<file path="src/rtl/multicycle_controller_pkg.sv">
// Shared definitions for the RV32I multicycle control FSM.
// Contents: major opcode values, the ALU operation class, FSM state encoding,
// datapath mux select encodings and the per-cycle control bundle.
package multicycle_controller_pkg;

    localparam logic [6:0] OP_LOAD   = 7'b0000011;
    localparam logic [6:0] OP_STORE  = 7'b0100011;
    localparam logic [6:0] OP_R      = 7'b0110011;
    localparam logic [6:0] OP_I      = 7'b0010011;
    localparam logic [6:0] OP_BRANCH = 7'b1100011;
    localparam logic [6:0] OP_JAL    = 7'b1101111;
    localparam logic [6:0] OP_JALR   = 7'b1100111;
    localparam logic [6:0] OP_LUI    = 7'b0110111;
    localparam logic [6:0] OP_AUIPC  = 7'b0010111;

    typedef enum logic [1:0] {
        FORCE_ADD        = 2'd0,
        FORCE_SUB        = 2'd1,
        CHECK_FUNCT_CODE = 2'd2,
        I_TYPE_MATH      = 2'd3
    } alu_op_t;

    typedef enum logic [3:0] {
        StFetch,
        StDecode,
        StMemAdr,
        StMemRead,
        StMemWb,
        StMemWrite,
        StExecR,
        StExecI,
        StAluWb,
        StBranch,
        StJal,
        StJalr,
        StUpper,
        StFault
    } ctrl_state_t;

    typedef enum logic [1:0] {
        ASelPc    = 2'd0,
        ASelOldPc = 2'd1,
        ASelRs1   = 2'd2,
        ASelZero  = 2'd3
    } a_sel_t;

    typedef enum logic [1:0] {
        BSelRs2  = 2'd0,
        BSelImm  = 2'd1,
        BSelFour = 2'd2
    } b_sel_t;

    typedef enum logic [1:0] {
        ResAluOut    = 2'd0,
        ResMemData   = 2'd1,
        ResAluResult = 2'd2
    } result_sel_t;

    typedef struct packed {
        logic        mem_req;
        logic        mem_we;
        logic        adr_src;
        logic        ir_write;
        logic        pc_write;
        logic        reg_write;
        a_sel_t      alu_src_a;
        b_sel_t      alu_src_b;
        result_sel_t result_src;
        alu_op_t     alu_op;
        logic        fault;
    } ctrl_t;

    // States that hold a memory request open until mem_ready.
    function automatic logic is_wait_state(ctrl_state_t s);
        return (s == StFetch) || (s == StMemRead) || (s == StMemWrite);
    endfunction

endpackage

</file>
<file path="src/rtl/multicycle_controller_ctrl_output_decode.sv">
// Per-state control decode for the multicycle controller.
// Ports:
//   state        - current FSM state
//   opcode       - instr[6:0], selects LUI vs AUIPC operand A in UPPER
//   branch_taken - gates pc_write in BRANCH
//   mem_ready    - gates ir_write/pc_write in FETCH
//   ctrl         - control bundle for this cycle
module multicycle_controller_ctrl_output_decode
    import multicycle_controller_pkg::*;
(
    input  ctrl_state_t state,
    input  logic [6:0]  opcode,
    input  logic        branch_taken,
    input  logic        mem_ready,
    output ctrl_t       ctrl
);

    always_comb begin
        ctrl            = '0;
        ctrl.alu_src_a  = ASelPc;
        ctrl.alu_src_b  = BSelRs2;
        ctrl.result_src = ResAluOut;
        ctrl.alu_op     = FORCE_ADD;

        unique case (state)
            StFetch: begin
                // PC+4 goes straight from the ALU onto the result bus.
                ctrl.mem_req    = 1'b1;
                ctrl.adr_src    = 1'b0;
                ctrl.alu_src_a  = ASelPc;
                ctrl.alu_src_b  = BSelFour;
                ctrl.result_src = ResAluResult;
                ctrl.ir_write   = mem_ready;
                ctrl.pc_write   = mem_ready;
            end
            StDecode: begin
                // Precompute oldPC+imm so BRANCH/JAL find the target in ALUOut.
                ctrl.alu_src_a = ASelOldPc;
                ctrl.alu_src_b = BSelImm;
            end
            StMemAdr: begin
                ctrl.alu_src_a = ASelRs1;
                ctrl.alu_src_b = BSelImm;
            end
            StMemRead: begin
                ctrl.mem_req = 1'b1;
                ctrl.adr_src = 1'b1;
            end
            StMemWb: begin
                ctrl.result_src = ResMemData;
                ctrl.reg_write  = 1'b1;
            end
            StMemWrite: begin
                ctrl.mem_req = 1'b1;
                ctrl.mem_we  = 1'b1;
                ctrl.adr_src = 1'b1;
            end
            StExecR: begin
                ctrl.alu_src_a = ASelRs1;
                ctrl.alu_src_b = BSelRs2;
                ctrl.alu_op    = CHECK_FUNCT_CODE;
            end
            StExecI: begin
                ctrl.alu_src_a = ASelRs1;
                ctrl.alu_src_b = BSelImm;
                ctrl.alu_op    = I_TYPE_MATH;
            end
            StAluWb: begin
                ctrl.result_src = ResAluOut;
                ctrl.reg_write  = 1'b1;
            end
            StBranch: begin
                // ALUOut still holds the target computed in DECODE.
                ctrl.alu_src_a  = ASelRs1;
                ctrl.alu_src_b  = BSelRs2;
                ctrl.alu_op     = FORCE_SUB;
                ctrl.result_src = ResAluOut;
                ctrl.pc_write   = branch_taken;
            end
            StJalr: begin
                ctrl.alu_src_a = ASelRs1;
                ctrl.alu_src_b = BSelImm;
            end
            StJal: begin
                // Jump to ALUOut while the ALU forms the link value oldPC+4.
                ctrl.result_src = ResAluOut;
                ctrl.pc_write   = 1'b1;
                ctrl.alu_src_a  = ASelOldPc;
                ctrl.alu_src_b  = BSelFour;
            end
            StUpper: begin
                ctrl.alu_src_a = (opcode == OP_LUI) ? ASelZero : ASelOldPc;
                ctrl.alu_src_b = BSelImm;
            end
            StFault: begin
                ctrl.fault = 1'b1;
            end
            default: begin
                ctrl.fault = 1'b1;
            end
        endcase
    end

endmodule

</file>
<file path="src/rtl/multicycle_controller.sv">
// Multicycle RV32I control FSM: sequences register file, immediate generator,
// ALU and a unified instruction/data memory port.
// Ports:
//   clk, reset (sync, active-low)
//   opcode, branch_taken, mem_ready           - inputs from IR, comparator, memory
//   mem_req, mem_we, adr_src                  - memory handshake and address select
//   ir_write, pc_write, reg_write             - architectural write enables
//   alu_src_a, alu_src_b, result_src, alu_op  - datapath selects / ALU class
//   fault                                     - sticky fault (illegal opcode or timeout)
//   instret                                   - retired-instruction counter
module multicycle_controller
    import multicycle_controller_pkg::*;
#(
    parameter int unsigned TIMEOUT_CYCLES = 16,
    parameter int unsigned INSTRET_W      = 32
) (
    input  logic                 clk,
    input  logic                 reset,
    input  logic [6:0]           opcode,
    input  logic                 branch_taken,
    input  logic                 mem_ready,
    output logic                 mem_req,
    output logic                 mem_we,
    output logic                 adr_src,
    output logic                 ir_write,
    output logic                 pc_write,
    output logic                 reg_write,
    output logic [1:0]           alu_src_a,
    output logic [1:0]           alu_src_b,
    output logic [1:0]           result_src,
    output alu_op_t              alu_op,
    output logic                 fault,
    output logic [INSTRET_W-1:0] instret
);

    // The counter never needs to hold more than TIMEOUT_CYCLES-1: the cycle
    // that would reach TIMEOUT_CYCLES leaves the state instead.
    localparam int unsigned CntW = (TIMEOUT_CYCLES > 1) ? $clog2(TIMEOUT_CYCLES) : 1;
    localparam logic [CntW-1:0] TimeoutLast =
        CntW'((TIMEOUT_CYCLES == 0) ? 0 : TIMEOUT_CYCLES - 1);

    ctrl_state_t          state_q, state_d;
    logic [CntW-1:0]      cnt_q, cnt_d;
    logic [INSTRET_W-1:0] instret_q, instret_d;
    logic                 timeout_hit;
    ctrl_t                ctrl;

    assign timeout_hit = (TIMEOUT_CYCLES != 0) && (cnt_q == TimeoutLast);

    always_comb begin
        state_d = state_q;
        unique case (state_q)
            StFetch: begin
                if (mem_ready) begin
                    state_d = StDecode;
                end else if (timeout_hit) begin
                    state_d = StFault;
                end
            end
            StDecode: begin
                case (opcode)
                    OP_LOAD, OP_STORE: state_d = StMemAdr;
                    OP_R:              state_d = StExecR;
                    OP_I:              state_d = StExecI;
                    OP_BRANCH:         state_d = StBranch;
                    OP_JAL:            state_d = StJal;
                    OP_JALR:           state_d = StJalr;
                    OP_LUI, OP_AUIPC:  state_d = StUpper;
                    default:           state_d = StFault;
                endcase
            end
            StMemAdr:   state_d = (opcode == OP_STORE) ? StMemWrite : StMemRead;
            StMemRead: begin
                if (mem_ready) begin
                    state_d = StMemWb;
                end else if (timeout_hit) begin
                    state_d = StFault;
                end
            end
            StMemWb:    state_d = StFetch;
            StMemWrite: begin
                if (mem_ready) begin
                    state_d = StFetch;
                end else if (timeout_hit) begin
                    state_d = StFault;
                end
            end
            StExecR:    state_d = StAluWb;
            StExecI:    state_d = StAluWb;
            StAluWb:    state_d = StFetch;
            StBranch:   state_d = StFetch;
            StJalr:     state_d = StJal;
            StJal:      state_d = StAluWb;
            StUpper:    state_d = StAluWb;
            StFault:    state_d = StFault;
            default:    state_d = StFault;
        endcase
    end

    always_comb begin
        cnt_d = '0;
        if ((TIMEOUT_CYCLES != 0) && (state_d == state_q) && is_wait_state(state_q) &&
            !mem_ready) begin
            cnt_d = cnt_q + CntW'(1);
        end
    end

    // Retirement is any arrival at FETCH from elsewhere; FAULT never gets there.
    always_comb begin
        instret_d = instret_q;
        if ((state_d == StFetch) && (state_q != StFetch)) begin
            instret_d = instret_q + INSTRET_W'(1);
        end
    end

    always_ff @(posedge clk) begin
        if (!reset) begin
            state_q   <= StFetch;
            cnt_q     <= '0;
            instret_q <= '0;
        end else begin
            state_q   <= state_d;
            cnt_q     <= cnt_d;
            instret_q <= instret_d;
        end
    end

    multicycle_controller_ctrl_output_decode u_output_decode (
        .state        (state_q),
        .opcode       (opcode),
        .branch_taken (branch_taken),
        .mem_ready    (mem_ready),
        .ctrl         (ctrl)
    );

    assign mem_req    = ctrl.mem_req;
    assign mem_we     = ctrl.mem_we;
    assign adr_src    = ctrl.adr_src;
    assign ir_write   = ctrl.ir_write;
    assign pc_write   = ctrl.pc_write;
    assign reg_write  = ctrl.reg_write;
    assign alu_src_a  = ctrl.alu_src_a;
    assign alu_src_b  = ctrl.alu_src_b;
    assign result_src = ctrl.result_src;
    assign alu_op     = ctrl.alu_op;
    assign fault      = ctrl.fault;
    assign instret    = instret_q;

endmodule

</file>
<file path="config.mk">
export PLATFORM = sky130hd
export DESIGN_NAME = multicycle_controller
export DESIGN_NICKNAME = d
export VERILOG_FILES = /design/src/rtl/multicycle_controller_pkg.sv /design/src/rtl/multicycle_controller_ctrl_output_decode.sv /design/src/rtl/multicycle_controller.sv
export SDC_FILE = /design/constraint.sdc
export NUM_CORES = 1
export LEC_CHECK = 0
export ABC_AREA = 1
export CELL_PAD_IN_SITES_DETAIL_PLACEMENT = 1
export CELL_PAD_IN_SITES_GLOBAL_PLACEMENT = 2
export CORE_MARGIN = 2
export CORE_UTILIZATION = 30
export CTS_BUF_LIST = sky130_fd_sc_hd__clkbuf_4 sky130_fd_sc_hd__clkbuf_8
export DETAILED_ROUTE_END_ITERATION = 8
export PLACE_DENSITY = 0.95
export SLEW_MARGIN = 20
export SYNTH_ARGS = -nofsm -noshare
export SYNTH_HDL_FRONTEND = slang
export SYNTH_SLANG_ARGS = --single-unit
</file>
<file path="constraint.sdc">
create_clock -name clk -period 3.15 [get_ports clk]
set_clock_uncertainty 0.1 [all_clocks]
set_input_delay 0.63 -clock clk [delete_from_list [all_inputs] [get_ports clk]]
set_output_delay 0.63 -clock clk [all_outputs]
set_load 0.02 [all_outputs]
</file>
==> summary.md, run 1 <==
Counting every sink on the clock net gives 40. IR analysis of the VDD net gives a maximum drop of 0.144 mV. Initial core utilization: 0.309. In this run the post-CTS setup repair buffer count came out at 0. The post-synthesis sequential area ratio was 0.297; the share of post-route cells with drive strength above 1 was 0.0673. The path class of the lowest-slack min-delay path is flip-flop to flip-flop. After synthesis the netlist holds a flip-flop and latch count of 40.

No sink is reached through more buffers than the 2 on the longest clock path. At the end of routability-driven placement, the weighted congestion stood at 0.874. The final layout contains routed wiring with a total length of 8.43 mm. The count of routing violations after the opening detailed-route iteration is 64. The die width was 98.8 um; the number of nets in the final layout was 503. For this run, the slowest stage of the critical path takes 0.60 ns. The number of global-route vias before repair came out at 2,965.

The number of max-cap violations is 0. Buffers inserted to repair hold after CTS numbered 0. The analysis attributes to net switching a power of 515 uW. In the post-synthesis netlist, the biggest area contributors are sky130_fd_sc_hd__dfxtp_1, sky130_fd_sc_hd__nand2_1, sky130_fd_sc_hd__nor2_1, sky130_fd_sc_hd__xor2_1, sky130_fd_sc_hd__a21oi_1. Entering global routing, the biggest net connects 34 pins.

The logs give 337 MHz for the top achievable clock speed and 0 for the number of endpoints with negative hold slack in the final report. The final count of pins violating max slew is 0. The count of nets left with antenna violations once routing finished came out at 0. In this run the vertical extent of the chip is 98.8 um. The HPWL after detailed placement was 6.66 mm; the wire length per cell after detailed routing was 14.1 um.

TritonCTS built the clock tree. The logs give 2 for the H-tree depth and 0.00168 mm^2 for the area of the multi-input gates. The async set or reset register ratio after synthesis works out to 0. The setup-violating endpoint count in the final report is 0. The slowest stage of the critical path is the sky130_fd_sc_hd__clkdlybuf4s50_1 cell.

Synthesis produced a netlist whose cell count is 433. The relative contribution of the clock network to total power is 0.252, and the leakage power figure is 1.30 nW. For this run, design rule violations remaining after detail routing come to 0. The floorplan step defined a die boundary enclosing 0.00976 mm^2. For the worst setup path, the data required time is 2.42 ns. The logs give 0.400 for the part of the total power dissipated in sequential elements and 34 for the number of rows in the core area. 0 antenna diodes ended up in the layout. The run gives 0.349 as the combinational share of power. After clock tree synthesis, the clock-pin slew on the worst setup and hold paths is 0.08 ns.

For the total nets after synthesis, the log shows 446. STA classifies the critical path startpoint as a primary input. The synthesized design spends more area on one cell type than any other, namely sky130_fd_sc_hd__dfxtp_1.

Of all nets on the critical path, the largest fanout is 4. From synthesis to final layout, the design area changed by 27.5%. The worst setup path is captured at a primary output. Walking the worst path, the cells encountered are clkdlybuf4s50_1 > nand3_1 > nor2_1 > nand4_1 > nand3_1 > clkdlybuf4s50_1. The share of the clock period used by the worst path after layout is 0.941. The insertion delay of the later-clocked pin in the worst-skew pair is 0.30 ns, and the CTS buffer count is 5. The switching part of the total power is 0.377.

A synthesized cell averages 6.23 um^2. The mapped netlist covers 0.00270 mm^2. Total power for the finished layout comes to 1.36 mW.

The register area came out at 801 um^2. In the final timing run, aggregate negative setup slack is 0 ns. During synthesis, Yosys emitted a total of 0 warnings. Top-area cell type share of the netlist area: 0.297.

Predominant post-synthesis flop cell: sky130_fd_sc_hd__dfxtp_1. The via count is 2,883, and the number of antenna violations at the first check in global routing is 0. Dividing the detail-routed via count by the number of cells gives 4.82. For the first-pass GRT wire length, the log shows 14.1 mm. The layout has 1,152 filler cells. The total placed cells including tap cells was 591; the number of distinct standard cells referenced by the synthesized netlist was 27. 58 I/O pins were placed.

For the post-cts repair resize count, the log shows 0. The time the final worst path needs with I/O delays and setup was 2.97 ns; the worst-case headroom to the max-slew limit was 0.588. The tools report the detailed-routing iteration count for the pre-antenna-repair pass as 4. After floorplanning, the core was sized to cover 0.00872 mm^2. The category of the critical setup timing path was primary input to primary output. Port buffering added 57 buffers.

Power per cell area: 397 mW/mm^2. For the total global routing track utilization, the log shows 0.176. For the worst setup path, the data arrival time is 2.24 ns.

Setup repair after global routing left no endpoint under its margin. The slew of the pin with the lowest slew margin is 0.616 ns, and the internal power contribution is 850 uW. The flow ran to the end, and the final reports show no timing, DRC or antenna violations. After global routing the overflow that remains totals 0. Clock tree synthesis selected as its root buffer the cell sky130_fd_sc_hd__clkbuf_8. Counting flops with a built-in enable in the synthesized netlist gives 0. The finished layout holds 598 standard cells, fillers aside.
-- cell usage after synthesis, types with 2 or more instances --
library cell	n
sky130_fd_sc_hd__nand2_2	2
sky130_fd_sc_hd__ha_1	2
sky130_fd_sc_hd__nand3b_1	2
sky130_fd_sc_hd__nand2_1	143
sky130_fd_sc_hd__a21oi_2	7
sky130_fd_sc_hd__nand3_1	14
sky130_fd_sc_hd__nor3_1	16
sky130_fd_sc_hd__nand3_2	2
sky130_fd_sc_hd__nor2_2	5
sky130_fd_sc_hd__dfxtp_1	40
sky130_fd_sc_hd__xnor2_1	11
sky130_fd_sc_hd__nand4_1	12
sky130_fd_sc_hd__inv_2	5
sky130_fd_sc_hd__buf_6	3
sky130_fd_sc_hd__clkbuf_1	3
sky130_fd_sc_hd__xor2_1	20
sky130_fd_sc_hd__nor2_1	65
sky130_fd_sc_hd__a21oi_1	29
sky130_fd_sc_hd__buf_2	3
sky130_fd_sc_hd__o21ai_0	7
sky130_fd_sc_hd__inv_1	36
-- critical path, delay by kind of cell --
family	cells	cell delay [ns]
buf+inv	2	1.12
simple gates	4	0.47
-- state kept, by name (all words and copies together), names as in the netlist --
signal	cells
cnt_q	4
instret	32
state_q	4
-- logic make-up (layout without fill, tap and decap cells) --
group,count (synthesis),after routing,share of synthesized area
and+or+nand+nor,265,265,0.420
adders and majority gates,2,2,0.00928
AOI/OAI and AO/OA,44,44,0.0923
xor gates and xnor gates,31,31,0.101
buffers and inverters,51,108,0.0807
DFF,40,40,0.297
-- power groups by stage --
stage	clock [mW]	combinational, mW	sequential (mW)
global route	0.375	0.524	0.549
finish	0.343	0.476	0.546
floorplan	0	0.324	0.561
CTS	0.350	0.483	0.545
detailed placement	0	0.481	0.557
global placement	0	0.473	0.556
-- layer usage --
metal  global-route usage  part of all wire  up-vias
met5                    0                 0        -
met4               0.0421             0.012        0
met3               0.0262             0.030        9
met2                0.298              0.47       48
met1                0.236              0.49     1350
li1                     -                 -     1476
-- worst paths after layout --
path	start	slack, ns	endpoint	depth (start not counted)
setup / recovery	opcode[2]	0.18	alu_src_a[1]	6
hold / removal	cnt_q[0]$_SDFF_PN0_	0.37	cnt_q[0]$_SDFF_PN0_	1
setup reg to reg	state_q[1]$_SDFF_PN0_	0.89	instret[30]$_SDFFE_PN0P_	11
hold reg to reg	cnt_q[0]$_SDFF_PN0_	0.37	cnt_q[0]$_SDFF_PN0_	1
-- cells in the final DEF (no fill, tap or decap), types with 12 or more instances in the layout --
master	n
sky130_fd_sc_hd__nand4_1	12
sky130_fd_sc_hd__a21oi_1	29
sky130_fd_sc_hd__nand2_1	143
sky130_fd_sc_hd__xor2_1	20
sky130_fd_sc_hd__inv_1	36
sky130_fd_sc_hd__clkdlybuf4s50_1	57
sky130_fd_sc_hd__nor2_1	65
sky130_fd_sc_hd__dfxtp_1	40
sky130_fd_sc_hd__nand3_1	14
sky130_fd_sc_hd__nor3_1	16
-- final cells by class --
cell class                 count  area share
clock inverter                 1     0.00146
timing repair buffer          59       0.170
inverter                      42      0.0459
multi-input combinational    342       0.488
tap                          108      0.0393
clock buffer                   6      0.0222
sequential                    40       0.233
-- stage by stage --
step | setup slack [ns] | instance area [um^2] | util | hold slack [ns]
after global placement | 0.199 | 3360 | 0.385 | 0.329
after detailed placement | 0.178 | 3360 | 0.385 | 0.360
after floorplan | 1.11 | 2700 | - | 0.318
after CTS | 0.170 | 3440 | 0.394 | 0.370
after global routing | 0.0887 | 3440 | 0.394 | 0.391
final | 0.185 | 3440 | 0.394 | 0.372
(Power assumes the default switching activity.)
==> inputs of run 2 (changes only) <==
--- a/config.mk
+++ b/config.mk
@@ -6,8 +6,10 @@
 export NUM_CORES = 1
 export LEC_CHECK = 0
 export ABC_AREA = 1
+export ABC_CLOCK_PERIOD_IN_PS = 3150
 export CELL_PAD_IN_SITES_DETAIL_PLACEMENT = 1
 export CELL_PAD_IN_SITES_GLOBAL_PLACEMENT = 2
+export CORE_ASPECT_RATIO = 1.1
 export CORE_MARGIN = 2
 export CORE_UTILIZATION = 30
 export CTS_BUF_LIST = sky130_fd_sc_hd__clkbuf_4 sky130_fd_sc_hd__clkbuf_8
==> summary.md, run 2 (synthesized netlist as in run 1, its figures left out) <==
For the total setup buffers inserted after CTS, the log shows 0 (unchanged). The count of buffer and inverter cells on the critical path works out to 2 (unchanged). The die height was 103 um (+4.7%).

The final antenna diode count came out at 0 (unchanged). Walking the worst path, the cells encountered are clkdlybuf4s50_1 > nand3_1 > nor2_1 > nand4_1 > nand3_1 > clkdlybuf4s50_1. The post-place setup slack was 0.0998 ns (-0.0778 ns); the detailed-routing iteration count for the pre-antenna-repair pass was 4 (unchanged). The cell family contributing the most delay on the critical path is buffers and inverters.

The wire length per cell after detailed routing came out at 13.3 um (-5.3%). The tools report the final global-route overflow total as 0 (unchanged). The overall power consumption was 1.39 mW (+2.0%). The flow ran to the end, and the final reports show no timing, DRC or antenna violations. For the final count of pins violating max slew, the log shows 0 (unchanged). The logs give 71 (+11%) for the count of routing violations after the opening detailed-route iteration and 2 (unchanged) for the number of buffers on the longest clock path. The run gives 0.394 (about the same) as the fraction of the core area covered by cells at the end of the flow. The arrival time at the worst endpoint is 2.30 ns (+0.06 ns), and the power per cell area is 402 mW/mm^2 (+1.2%).

Setup repair after global routing left no endpoint under its margin. For the number of endpoints with negative hold slack in the final report, the log shows 0 (unchanged). The tightest min-delay check is of the flip-flop to flip-flop type.

The via count is 2,893 (+0.35%), and the final estimated routing congestion in global placement is 0.856 (-2.2%). The clock-pin slew of the registers on the worst-case setup and hold paths was 0.07 ns (about the same). The run gives 0.171 mV (+19%) as the maximum resistive drop on vdd. The total cell area at the placement stage came out at 0.00337 mm^2 (+0.45%). For the number of antenna violations at the first check in global routing, the log shows 0 (unchanged).

The sum of negative setup slack is 0 ns (unchanged), and the relative area change from synthesis to final layout is 28.5%. For the insertion delay of the later-clocked pin in the worst-skew pair, the log shows 0.30 ns (about the same). The run gives 0.00976 mm^2 (about the same) as the full die area. The slew of the pin with the lowest slew margin works out to 0.658 ns (+0.0422 ns). The die width is 94.4 um (-4.5%), and the endpoint required time on the critical path is 2.42 ns (about the same). The routed wire length is 8.08 mm (-4.1%). The maximum number of pins on one net before global-route repair was 34 (unchanged). The count of pins on the block boundary came out at 58 (unchanged). The worst-case headroom to the max-slew limit is 0.560 (-0.0282), and the setup-violating endpoint count in the final report is 0 (unchanged). The number of routed nets with antenna violations is 0 (unchanged), and the top achievable clock speed is 330 MHz (-2.1%). Category of the critical setup timing path: primary input to primary output.

Total global routing track utilization: 0.173 (-0.00339). The largest stage delay on the critical path was 0.60 ns (about the same). The number of global-route vias before repair was 2,846 (-4.0%).

The logs give 0 (unchanged) for the number of remaining DRC errors and 0 (unchanged) for the quantity of hold-fixing buffers added after cts. The most common cell after layout, fill and taps aside is sky130_fd_sc_hd__nand2_1. The clock sink count is 40 (unchanged), and the H-tree depth is 2 (unchanged). The cell area after layout came out at 0.00346 mm^2 (+0.76%). STA classifies the critical path startpoint as a primary input.

The share of the clock period used by the worst path after layout was 0.962 (+0.0206). TritonCTS built the clock tree. The share of post-route cells with drive strength above 1 was 0.0711 (+0.00379). The time the final worst path needs with I/O delays and setup is 3.03 ns (+0.0649 ns). The number of nets in the final layout is 504 (+0.20%), and the quantity of I/O buffers inserted on ports is 57 (unchanged). Master of the slowest instance on the critical path: sky130_fd_sc_hd__clkdlybuf4s50_1. The flip-flop count of the largest register after layout is 32 (unchanged), and the vias per cell is 4.77 (-0.98%).

The run gives 13.5 mm (-4.5%) as the first-pass GRT wire length. The root buffer cell chosen for the clock tree is sky130_fd_sc_hd__clkbuf_8. The largest fanout on the critical path was 4 (unchanged); the number of max-cap violations was 0 (unchanged). The worst-case setup margin in the final layout was 0.120 ns (-0.0649 ns). The run gives 6.41 mm (-3.7%) as the HPWL after detailed placement. The logs give 5 (unchanged) for the CTS buffer count and 0.00878 mm^2 (+0.72%) for the core box area. In the layout the commonest cells are sky130_fd_sc_hd__nand2_1, sky130_fd_sc_hd__nor2_1, sky130_fd_sc_hd__clkdlybuf4s50_1. The initial core utilization came out at 0.307 (-0.00220). The logs give 0 (unchanged) for the post-cts repair resize count and 36 (+5.9%) for the number of rows in the core area.

The worst setup path is captured at a primary output. The run gives 1.31 nW (+0.91%) as the leakage power figure.
==> run 2: layout make-up <==
type / instances / area, um^2
fillers: 1162 / 5320
multi-input cells: 342 / 1680
flip-flops and latches: 40 / 801
repair buffers: 60 / 593
inverters: 42 / 158
well taps: 114 / 143
clock buffers: 6 / 82.6
clock inverters: 2 / 10.0
==> run 2: worst register-to-register path: cells and delay by family, from the launching register on <==
family | cells | cell delay [ns]
and+or+nand+nor | 7 | 1.17
DFF | 1 | 0.44
AOI/OAI and AO/OA | 2 | 0.27
buffers and inverters | 2 | 0.16
==> run 2: per-stage QoR <==
| step | instances | hold slack (ns) |
|---|---|---|
| 3_3_place_gp | 598 | 0.329 |
| 4_1_cts | 606 | 0.363 |
| 2_1_floorplan | 433 | 0.318 |
| 5_1_grt | 606 | 0.389 |
| 6_report | 606 | 0.355 |
| 3_5_place_dp | 598 | 0.346 |
==> run 2: report_power, final <==
group	total, mW	switching (mW)	internal [mW]
combinational	0.480	0.308	0.172
clock	0.365	0.190	0.175
sequential	0.546	0.0224	0.524
==> run 2: per-layer routing <==
metal / global-route usage / wire length, um / up-vias / part of all wire
met4: 0.0446 / 113 / 0 / 0.014
met5: 0 / 0 / - / 0
met3: 0.0239 / 189 / 7 / 0.023
li1: - / - / 1484 / -
met1: 0.231 / 4080 / 1363 / 0.50
met2: 0.294 / 3700 / 39 / 0.46
==> run 2: final timing paths <==
kind	startpoint	to	slack [ns]	cells after the start
max	opcode[2]	alu_src_a[1]	0.12	6
max reg2reg	state_q[3]$_SDFF_PN0_	instret[4]$_SDFFE_PN0P_	0.88	11
min	cnt_q[0]$_SDFF_PN0_	cnt_q[0]$_SDFF_PN0_	0.35	1
min reg2reg	cnt_q[0]$_SDFF_PN0_	cnt_q[0]$_SDFF_PN0_	0.35	1
==> inputs of run 3 (changes only) <==
--- a/config.mk
+++ b/config.mk
@@ -6,7 +6,6 @@
 export NUM_CORES = 1
 export LEC_CHECK = 0
 export ABC_AREA = 1
-export ABC_CLOCK_PERIOD_IN_PS = 3150
 export CELL_PAD_IN_SITES_DETAIL_PLACEMENT = 1
 export CELL_PAD_IN_SITES_GLOBAL_PLACEMENT = 2
 export CORE_ASPECT_RATIO = 1.1
==> results of run 3 <==
The final DEF is identical to that of run 2; final timing and power are the same.
